$ cat src/rtl/matrix_pkg.sv
// Shared constants, scan-state encoding and frame slicing helper for the 5x7 LED matrix driver.
package matrix_pkg;

    localparam int unsigned MTX_COLS    = 5;
    localparam int unsigned MTX_LINES   = 7;
    localparam int unsigned MTX_FRAME_W = MTX_COLS * MTX_LINES;
    localparam int unsigned MTX_IDX_W   = 3;

    typedef enum logic [1:0] {
        StIdle,
        StBlank,
        StDrive
    } scan_state_e;

    // Lines of column k: frame[7*k +: 7].
    function automatic logic [MTX_LINES-1:0] col_slice(
        input logic [MTX_FRAME_W-1:0] frame,
        input logic [MTX_IDX_W-1:0]   k
    );
        logic [MTX_FRAME_W-1:0] shifted;
        shifted = frame >> (MTX_LINES * int'(k));
        return shifted[MTX_LINES-1:0];
    endfunction

endpackage

$ cat src/rtl/matrix_scan_driver.sv
// Time-multiplexed 5x7 LED matrix scanner with a double-buffered frame, per-column blanking
// gap and dwell time; every output is registered.
module matrix_scan_driver
    import matrix_pkg::*;
#(
    parameter int unsigned DWELL           = 50000,
    parameter int unsigned BLANK           = 16,
    parameter bit          COL_ACTIVE_LOW  = 1'b1,
    parameter bit          LINE_ACTIVE_LOW = 1'b0
) (
    input  logic                   clk,
    input  logic                   rst,
    input  logic                   enable,
    input  logic [MTX_FRAME_W-1:0] frame_in,
    input  logic                   frame_valid,
    output logic                   frame_ready,
    output logic [MTX_COLS-1:0]    col,
    output logic [MTX_LINES-1:0]   line,
    output logic                   frame_sync
);

    localparam int unsigned          MAX_CNT    = (DWELL > BLANK) ? DWELL : BLANK;
    localparam int unsigned          CNT_W      = $clog2(MAX_CNT + 1);
    localparam logic [CNT_W-1:0]     BLANK_LAST = CNT_W'(BLANK - 1);
    localparam logic [CNT_W-1:0]     DWELL_LAST = CNT_W'(DWELL - 1);
    localparam logic [MTX_IDX_W-1:0] LAST_COL   = MTX_IDX_W'(MTX_COLS - 1);
    localparam logic [MTX_COLS-1:0]  COL_OFF    = {MTX_COLS{COL_ACTIVE_LOW}};
    localparam logic [MTX_LINES-1:0] LINE_OFF   = {MTX_LINES{LINE_ACTIVE_LOW}};

    scan_state_e            r_state;
    logic [MTX_IDX_W-1:0]   r_idx;
    logic [CNT_W-1:0]       r_cnt;
    logic [MTX_FRAME_W-1:0] r_active;
    logic [MTX_FRAME_W-1:0] r_pending;
    logic                   r_pending_full;

    scan_state_e            w_state;
    logic [MTX_IDX_W-1:0]   w_idx;
    logic [CNT_W-1:0]       w_cnt;
    logic                   w_boundary;
    logic                   w_load;
    logic                   w_swap;
    logic [MTX_FRAME_W-1:0] w_active;
    logic [MTX_FRAME_W-1:0] w_pending;
    logic                   w_pending_full;
    logic [MTX_COLS-1:0]    w_col;
    logic [MTX_LINES-1:0]   w_line;

    always_comb begin
        w_state    = r_state;
        w_idx      = r_idx;
        w_cnt      = r_cnt;
        w_boundary = 1'b0;
        if (!enable) begin
            w_state = StIdle;
            w_idx   = '0;
            w_cnt   = '0;
        end else begin
            unique case (r_state)
                StIdle: begin
                    w_state    = StBlank;
                    w_idx      = '0;
                    w_cnt      = '0;
                    w_boundary = 1'b1;
                end
                StBlank: begin
                    if (r_cnt == BLANK_LAST) begin
                        w_state = StDrive;
                        w_cnt   = '0;
                    end else begin
                        w_cnt = r_cnt + 1'b1;
                    end
                end
                StDrive: begin
                    if (r_cnt == DWELL_LAST) begin
                        w_state = StBlank;
                        w_cnt   = '0;
                        if (r_idx == LAST_COL) begin
                            w_idx      = '0;
                            w_boundary = 1'b1;
                        end else begin
                            w_idx = r_idx + 1'b1;
                        end
                    end else begin
                        w_cnt = r_cnt + 1'b1;
                    end
                end
                default: w_state = StIdle;
            endcase
        end
    end

    // Swap sees the pre-edge pending state; a frame loaded on the boundary edge waits a frame.
    always_comb begin
        w_load         = frame_valid && !r_pending_full;
        w_swap         = w_boundary && r_pending_full;
        w_active       = w_swap ? r_pending : r_active;
        w_pending      = w_load ? frame_in : r_pending;
        w_pending_full = w_swap ? 1'b0 : (w_load ? 1'b1 : r_pending_full);
        w_col          = COL_OFF;
        w_line         = LINE_OFF;
        if (w_state == StDrive) begin
            w_col  = COL_OFF ^ (MTX_COLS'(1) << w_idx);
            w_line = LINE_OFF ^ col_slice(w_active, w_idx);
        end
    end

    always_ff @(posedge clk or posedge rst) begin
        if (rst) begin
            r_state        <= StIdle;
            r_idx          <= '0;
            r_cnt          <= '0;
            r_active       <= '0;
            r_pending      <= '0;
            r_pending_full <= 1'b0;
            col            <= COL_OFF;
            line           <= LINE_OFF;
            frame_ready    <= 1'b1;
            frame_sync     <= 1'b0;
        end else begin
            r_state        <= w_state;
            r_idx          <= w_idx;
            r_cnt          <= w_cnt;
            r_active       <= w_active;
            r_pending      <= w_pending;
            r_pending_full <= w_pending_full;
            col            <= w_col;
            line           <= w_line;
            frame_ready    <= !w_pending_full;
            frame_sync     <= w_boundary;
        end
    end

endmodule
$ cat config.mk
export PLATFORM = sky130hd
export DESIGN_NAME = matrix_scan_driver
export DESIGN_NICKNAME = d
export VERILOG_FILES = /design/src/rtl/matrix_pkg.sv /design/src/rtl/matrix_scan_driver.sv
export SDC_FILE = /design/constraint.sdc
export NUM_CORES = 1
export LEC_CHECK = 0
export BUFFER_PORTS_ARGS = -buffer_cell sky130_fd_sc_hd__buf_2
export CAP_MARGIN = 0
export CORE_MARGIN = 5
export CORE_UTILIZATION = 35
export CTS_BUF_LIST = sky130_fd_sc_hd__clkbuf_8 sky130_fd_sc_hd__clkbuf_16
export CTS_CLUSTER_DIAMETER = 150
export DETAILED_ROUTE_END_ITERATION = 8
export PLACE_DENSITY = 0.63
export REMOVE_ABC_BUFFERS = 1
export SYNTH_ARGS = -nofsm -noshare
export SYNTH_HDL_FRONTEND = slang
export SYNTH_SLANG_ARGS = --single-unit
$ cat constraint.sdc
create_clock -name clk -period 4 [get_ports clk]
set_input_delay 0.2 -clock clk [delete_from_list [all_inputs] [get_ports clk]]
set_output_delay 0.2 -clock clk [all_outputs]
set_load 0.005 [all_outputs]
==> summary.txt, run 1 <==
outcome: finished, final reports clean
largest net degree at the start of global routing: 79
top post-synthesis cells by area: dfrtp_1 55%, mux2_2 19%, dfstp_2 3.4%
fin crit share: 0.796
clock skew: 0.00519 ns
postcts setup bufs: 0
Starting DRT DRC Count: 140
crit path DAT: 3.45 ns
hpwl dp: 6000 um
clock transition at the registers of the reported paths: 0.07 ns
fin crit period: 3.18 ns
height of the die: 124 um
Initial DRT Pass Iterations: 4
Compound-Gate Fraction of Synth Area: 0.0497
Post-Route WL: 8640 um
Core ar.: 12700 um2
P_leak: 2.29 nW
Fin. Hold Viols: 0
Top Ports: 53
gpl congestion: 0.840
PwrDens: 576 nW/um2
CTS tree: done
initial antenna violation count: 0
vias: 2800
Worst Path Required: 4.27 ns
GR Overflow Total: 0
Unique masters post-synth: 52
TritonCTS Buffers: 9
largest family of logic cells by synthesized area: multiplexers
Post-Synth XOR/XNOR Area: 0.0230
CP Class: reg -> reg
vias in the first global route: 2853
Vias per Instance: 4.88
Crit Path Max Fanout: 10
Hold WC Path Type: in -> async
GRT Overall Usage: 0.117
post-synthesis mux area share: 0.204
relative slew slack: 0.310
Setup TNS: 0 ns
simple logic cell fraction of the synthesized area: 0.0998
Netlist Area Pre-Place: 4580 um2
quantity of hold-fixing buffers added after cts: 0
Design Power: 3.09 mW
maximum clock insertion buffer count: 2
Max Slew Vio Count: 0
Port Buffers: 52
sequential area share after synthesis: 0.581
routed len/inst: 15.1 um
Warnings, synthesis: 0
RSZ-0062 raised after global routing: no
post-route ant nets: 0
latest clock arrival within the worst-skew pair: 0.35 ns
area leader, netlist: dfrtp_1
worst slew pin tran: 1.03 ns
row count: 41
drt drc: 0
Adder-Cell Fraction of Synth Area: 0.0191
share of cells above drive strength 1: 0.414
Multi-input gate area: 1820 um2
Initial Utilization: 0.360
CP Capture Type: flip-flop
Worst Setup Start Kind: flip-flop
Post-synth EDFFs: 0
Peak VDD IR: 259 uV
cells after synthesis: 342
Fillers: 1229
CTS H-tree depth: 3
Die ar.: 15500 um2
nets: 442
top-area cell type share of the netlist area: 0.547
width of the die: 124 um
Clock Sinks: 106
ys flop type: dfrtp_1
Synth async-reset ratio: 1.00
syn_area_per_cell: 13.4 um2
first-pass GRT wire length: 14700 um
setup violators final: 0
CTS resizes: 0
Clock Tree Root: clkbuf_16
Seq cells post-synth: 106
FMAX: 314 MHz
Register Area: 2660 um2
area grow syn2layout: 17.1%
max-cap violations: 0
## cell usage in the layout (no fill, tap or decap), drive strengths merged, types with 5 or more instances in the layout
cell type / instances
ha: 7
dfstp: 6
nand3: 11
buf: 56
xor2: 11
o21ai: 11
nand2: 15
dfrtp: 100
inv: 13
mux2i: 8
nor3: 7
nor2: 17
clkbuf: 10
mux2: 76
a22oi: 7
nand4: 5
## critical path, cell delays in order (launching register included)
cell and delay, ns:
dfrtp_1 0.40, ha_1 0.19, or4b_4 0.51, nor4_4 0.46, nor3_1 0.10, a221o_1 0.50, nor4b_4 0.65, a22oi_1 0.17
o21ai_1 0.12
## state kept, by name, summed over array words and instances, names as in the netlist
register        cells
frame_sync          1
frame_ready         1
r_pending          35
line                7
col                 5
r_pending_full      1
r_cnt              16
r_active           35
r_state             2
r_idx               3
## metal layers
metal  vias up  share of wire  track usage  wire [um]
li1       1323              -            -          -
met1      1412           0.49        0.164       4240
met2        56           0.45        0.171       3900
met3         9          0.047       0.0403        407
met4         0          0.011       0.0348         96
met5         -              0            0          0
## final timing paths
check / start / end / slack [ns] / cells past startpoint
max: r_cnt[0] / line[4] / 0.82 / 8
min: rst / r_pending[9] / 0.05 / 2
min in group clk: frame_in[25] / r_pending[25] / 0.08 / 2
min reg2reg: r_active[11] / r_active[11] / 0.50 / 1
max reg2reg: r_cnt[0] / line[4] / 0.82 / 8
max in group asynchronous: rst / col[0] / 2.95 / 3
## per-stage QoR
stage | setup slack, ns | util | hold slack (ns) | instance area (um2) | cells
2_1_floorplan | 0.598 | - | 0.338 | 4510 | 329
3_3_place_gp | 0.875 | 0.395 | 0.432 | 5030 | 557
3_5_place_dp | 0.817 | 0.395 | 0.437 | 5030 | 557
4_1_cts | 0.805 | 0.421 | 0.0635 | 5360 | 573
5_1_grt | 0.605 | 0.421 | 0.0686 | 5360 | 573
6_report | 0.816 | 0.421 | 0.0530 | 5360 | 574
## kinds of logic (layout without fill, tap and decap cells)
logic type / count (synthesis) / in the layout
other: 0 / 1
AO/OA/AOI/OAI: 32 / 32
adder cells (fa/ha/maj): 7 / 7
buffers and inverters: 24 / 83
AND/OR/NAND/NOR: 77 / 77
XOR/XNOR: 12 / 12
multiplexers: 84 / 84
flip-flops: 106 / 106
## area by class of cell
class,count,area share
Sequential cell,106,0.496
Multi-Input combinational cell,212,0.340
Timing Repair Buffer,56,0.0541
Clock buffer,10,0.0446
Tap cell,172,0.0401
Clock inverter,6,0.0168
Inverter,11,0.00817
Antenna cell,1,0.000467
## synthesized netlist by cell type, drive strengths merged (6+ instances only)
master / n
nor2: 17
dfstp: 6
xor2: 11
dfrtp: 100
a22oi: 7
inv: 11
nand3: 11
buf: 10
ha: 7
mux2: 76
nand2: 15
nor3: 7
mux2i: 8
o21ai: 11
## power breakdown
part | switching, mW | internal, mW
sequential | 0.121 | 1.40
clock | 0.387 | 0.567
combinational | 0.251 | 0.359
(Power assumes the default switching activity.)
==> run 2, diff against run 1 <==
Settings changed: ABC_AREA set to 1, PLACE_DENSITY 0.63 to 0.65.
Clock period 4 ns to 2.7 ns, I/O delays scaled along.
==> run 2 against run 1 <==
Against the previous run:
- sequential share of layout area shrank 2.0 points
- fmax grew 34%
- routed wire length grew 21%
- clock skew grew 0.0053 ns
- via count grew 27%
- critical path type unchanged
- global-route usage grew 1.9 points
- cell area grew 4.2%
==> summary.txt, run 2 <==
Worst Setup Start Kind: flip-flop
most frequent cells in the layout: 129 x nand2_1, 100 x dfrtp_1, 74 x nor2_1, 61 x inv_1, 52 x buf_2
drt drc: 0
Post-Route WL: 10400 um
outcome: finished, final reports clean
CTS tree: done
Fin. Hold Viols: 0
Worst Path Buf+Inv: 2
placed insts: 754
ys flop type: dfrtp_1
most frequent cell after synthesis: nand2_1
CP max-delay cell: dfrtp_1
clock skew: 0.0104 ns
cells after synthesis: 533
nets: 639
Warnings, synthesis: 0
first-pass GRT wire length: 17600 um
area grow syn2layout: 17.2%
crit path DAT: 2.61 ns
TritonCTS Buffers: 9
Top Ports: 53
Crit Path Max Fanout: 8
most used cell, CP: nand2_1
Setup TNS: 0 ns
biggest regs: r_active x35, r_pending x35, r_cnt x16
relative slew slack: 0.440
post-route setup slack: 0.317 ns
largest net degree at the start of global routing: 41
routed len/inst: 13.5 um
Fillers: 1320
gpl congestion: 0.822
Max Slew Vio Count: 0
syn_area_per_cell: 8.95 um2
Unique masters post-synth: 31
Hold WS: 0.0123 ns
latest clock arrival within the worst-skew pair: 0.35 ns
Design Power: 4.78 mW
maximum clock insertion buffer count: 2
Synth async-reset ratio: 1.00
Hold WC Path Type: in -> reg
CTS resizes: 0
CTS H-tree depth: 3
quantity of hold-fixing buffers added after cts: 4
vias in the first global route: 3475
width of the die: 127 um
CP cell instances: inv_1 -> ha_1 -> nor2_1 -> nand2_1 -> nor2_2 -> inv_1 -> nand3_1 -> nor3_1 -> nand2_1 -> nor2_1 -> nand2_1 -> o21ai_1 -> a21oi_1
CP Capture Type: flip-flop
ANT cells: 0
Port Buffers: 52
Vias per Instance: 4.61
Peak VDD IR: 351 uV
RSZ-0062 raised after global routing: no
worst slew pin tran: 0.837 ns
Netlist Area Pre-Place: 4770 um2
postcts setup bufs: 0
Clock Tree Root: clkbuf_16
clock transition at the registers of the reported paths: 0.07 ns
Initial DRT Pass Iterations: 4
Starting DRT DRC Count: 187
PwrDens: 855 nW/um2
Worst path max stage delay: 0.40 ns
Place WS: 0.339 ns
share of cells above drive strength 1: 0.202
height of the die: 127 um
Core ar.: 13300 um2
P_leak: 2.88 nW
post-route ant nets: 0
top-area cell type share of the netlist area: 0.525
row count: 42
fin crit period: 2.38 ns
GR Overflow Total: 0
Die ar.: 16100 um2
hpwl dp: 7640 um
Crit path max-delay family: simple AND/OR/NAND/NOR gates
Post-Layout Cell Count: 774
setup violators final: 0
CP Class: reg -> reg
top post-synthesis cells by area: dfrtp_1 52%, nand2_1 10%, nor2_1 5.8%
Seq cells post-synth: 106
sequential area share after synthesis: 0.558
max-cap violations: 0
GRT Overall Usage: 0.136
Initial Utilization: 0.359
FMAX: 420 MHz
vias: 3565
Post-synth EDFFs: 0
fin crit share: 0.883
area leader, netlist: dfrtp_1
Clock Sinks: 106
Worst Path Required: 2.93 ns
initial antenna violation count: 0
top cells by count, synth: 130 x nand2_1, 100 x dfrtp_1, 74 x nor2_1
commonest non-fill, non-tap cell in the layout: nand2_1
==> run 2: changes by cell type after synthesis, moves of 19 or more <==
cell     previous run  this run
a21oi_1             2        21
inv_1              11        61
mux2_2             76        22
nand2_1            15       130
nand4_1             5        24
nor2_1             17        74
==> run 2: final timing paths <==
| check | from | to | slack, ns | cells past startpoint |
|---|---|---|---|---|
| setup reg to reg | r_state[0] | r_cnt[13] | 0.32 | 13 |
| setup / recovery | r_state[0] | r_cnt[13] | 0.32 | 13 |
| max in group asynchronous | rst | col[4] | 1.54 | 4 |
| min in group asynchronous | rst | r_pending[25] | 0.36 | 3 |
| hold reg to reg | r_active[11] | r_active[11] | 0.47 | 2 |
| hold / removal | frame_in[2] | r_pending[2] | 0.01 | 2 |
==> run 2: cell type report <==
type                    instances  area, um2  share of cell area
clock buffers                   9        225              0.0403
repair buffers                 66        375              0.0672
well taps                     176        220              0.0394
inverters                      63        239              0.0428
multi-input cells             347       1790               0.321
flip-flops and latches        106       2660               0.476
clock inverters                 7       75.1              0.0134
==> run 2: cell families (layout without fill, tap and decap cells) <==
family / Yosys count / in the layout / share of synthesized area
mux: 23 / 23 / 0.0543
flops: 106 / 106 / 0.558
xor+xnor: 5 / 5 / 0.00918
fa+ha+maj: 7 / 7 / 0.0184
compound gates: 41 / 41 / 0.0493
buf+inv: 80 / 145 / 0.0664
simple gates: 271 / 271 / 0.245
==> run 2: layer usage <==
layer	global-route usage	share of wire	vias to the layer above
li1	-	-	1808
met1	0.195	0.50	1697
met2	0.202	0.46	55
met3	0.0383	0.039	5
met4	0.0360	0.0095	0
met5	0	0	-
==> run 2: per-stage QoR <==
stage	instance area, um2	utilization
after floorplan	4690	-
final	5590	0.420
after detailed placement	5250	0.395
after global placement	5250	0.395
after global routing	5590	0.420
after CTS	5590	0.420
==> run 2: worst reg2reg max path, stage by stage, from the launching register on <==
cell     delay (ns)
dfrtp_1        0.40
inv_1          0.11
ha_1           0.27
nor2_1         0.13
nand2_1        0.15
nor2_2         0.10
inv_1          0.15
nand3_1        0.12
nor3_1         0.34
nand2_1        0.10
nor2_1         0.14
nand2_1        0.09
o21ai_1        0.13
a21oi_1        0.05
==> run 2: power breakdown <==
part           internal, mW  switching [mW]  total (mW)
Sequential             2.12           0.205        2.32
Clock                 0.728           0.599        1.33
Combinational         0.469           0.662        1.13
Total                  3.31            1.47        4.78
==> run 3, diff against run 2 <==
Settings changed: ABC_AREA 1 to 0, CAP_MARGIN 0 to 25.
==> run 3 against run 2 <==
Against the previous run:
- the run now ends with negative setup slack left
- non-clock buffer count grew 49
- power grew 1.1%
- critical path depth shrank 3
- clock power grew 3%
- clock skew is essentially flat
- core utilization grew 6.1 points
- count of clock-buffer cells in the layout grew 3
- routed wire length shrank 6.2%
- register-to-register slack lost 0.41 ns
- critical endpoint is now line[5]
==> summary.txt, run 3 (synthesis gave the netlist of run 1 again) <==
outcome: finished, violations left
failing checks: negative setup slack
P_leak: 2.72 nW
Port Buffers: 52
largest net degree at the start of global routing: 58
Post-Route WL: 9780 um
Worst R2R Path Depth: 10
Post-Layout Cell Count: 632
Crit Path Max Fanout: 5
Vias per Instance: 4.79
Reg2Reg Capture Point: line[5]
height of the die: 124 um
CP Launch Point: r_cnt[1]
Max Slew Vio Count: 0
worst reg-to-reg setup slack: -0.1 ns
row count: 41
post-route ant nets: 0
Setup TNS: -0.636 ns
Post-DP Area: 5350 um2
Die ar.: 15500 um2
maximum clock insertion buffer count: 2
PwrDens: 790 nW/um2
placed insts: 594
max-cap violations: 0
Fillers: 1162
utilization of the core after routing: 0.481
initial antenna violation count: 0
clock skew: 0.0103 ns
clock transition at the registers of the reported paths: 0.07 ns
nets: 501
crit path DAT: 3.02 ns
Top Ports: 53
gpl congestion: 0.822
Core ar.: 12700 um2
Initial DRT Pass Iterations: 4
first-pass GRT wire length: 16100 um
routed len/inst: 15.5 um
latest clock arrival within the worst-skew pair: 0.35 ns
RSZ-0062 raised after global routing: yes
vias in the first global route: 3268
CTS tree: done
post-route setup slack: -0.0977 ns
relative slew slack: 0.517
commonest non-fill, non-tap cell in the layout: dfrtp_1
CP Capture Type: flip-flop
setup violators final: 9
Clock Tree Root: clkbuf_16
ANT cells: 0
Initial Utilization: 0.360
GR Overflow Total: 0
most frequent cells in the layout: 100 x dfrtp_1, 59 x mux2_2, 52 x buf_2, 46 x buf_4
Worst Setup Start Kind: flip-flop
fin crit period: 2.80 ns
worst setup path endpoint: line[5]
Reg-to-Reg Start: r_cnt[1]
CP Class: reg -> reg
hpwl dp: 6490 um
biggest regs: r_active x35, r_pending x35, r_cnt x16
fin crit share: 1.04
vias: 3028
CTS H-tree depth: 3
TritonCTS Buffers: 9
FMAX: 357 MHz
Fin. Hold Viols: 0
Clock Sinks: 106
Worst Path Required: 2.93 ns
post-layout instance area: 6120 um2
Starting DRT DRC Count: 136
Hold WC Path Type: in -> reg
area grow syn2layout: 33.7%
width of the die: 124 um
GRT Overall Usage: 0.126
share of cells above drive strength 1: 0.530
drt drc: 0
worst slew pin tran: 0.718 ns
Peak VDD IR: 435 uV
==> run 3: worst min-delay path by stage <==
stage / start / end / slack (ns) / cells past startpoint
after detailed placement: rst / r_cnt[3] / 0.32 / 2
final: frame_in[32] / r_pending[32] / 0.02 / 2
after floorplan: enable / r_state[1] / 0.27 / 2
after global placement: rst / r_cnt[5] / 0.31 / 2
after global routing: frame_in[18] / r_pending[18] / 0.002 / 2
after CTS: frame_in[9] / r_pending[9] / 0.001 / 2
==> run 3: repair_timing <==
item / CTS / global route
setup buffers: 10 / 6
setup endpoints to repair: 11 / 12
pin swaps: 10 / 6
hold endpoints to repair: 53 / 2
resized for setup: 29 / 25
gates cloned: 2 / 1
hold buffers: 1 / 2
==> run 3: area by class of cell <==
class / instances / area [um2] / area share
Multi-Input combinational cell: 212 / 2000 / 0.327
Sequential cell: 106 / 2660 / 0.434
Clock inverter: 4 / 55.1 / 0.00899
Tap cell: 172 / 215 / 0.0352
Timing Repair Buffer: 115 / 877 / 0.143
Clock buffer: 12 / 267 / 0.0435
Inverter: 11 / 43.8 / 0.00715
==> run 3: where the power goes <==
group / total [mW] / internal (mW) / leakage, nW / switching [mW]
clock: 1.37 / 0.801 / 0.156 / 0.570
combinational: 1.18 / 0.723 / 1.27 / 0.458
sequential: 2.28 / 2.08 / 1.30 / 0.205
==> run 3: metrics by stage <==
stage / hold WS (ns) / power (mW) / setup slack (ns)
after global routing: 0.00246 / 5.11 / -0.216
after CTS: 0.00125 / 4.83 / -0.0841
final: 0.0164 / 4.84 / -0.0977
after detailed placement: 0.316 / 3.26 / -0.189
after floorplan: 0.273 / 2.96 / -0.702
after global placement: 0.312 / 3.21 / -0.135
==> run 3: layer usage <==
layer  global-route usage  wire length, um
met1                0.165             4330
met2                0.204             4780
met3               0.0360              467
met4               0.0393              208
met5                    0                0
==> run 3: critical path: stages (launching register included) <==
cell and delay [ns]:
dfrtp_1 0.35, ha_2 0.19, or4b_4 0.51, nor4_4 0.29, a41o_1 0.25, buf_6 0.15, buf_12 0.13, mux2_4 0.30
mux2_2 0.28, a22oi_2 0.14, o21ai_1 0.08
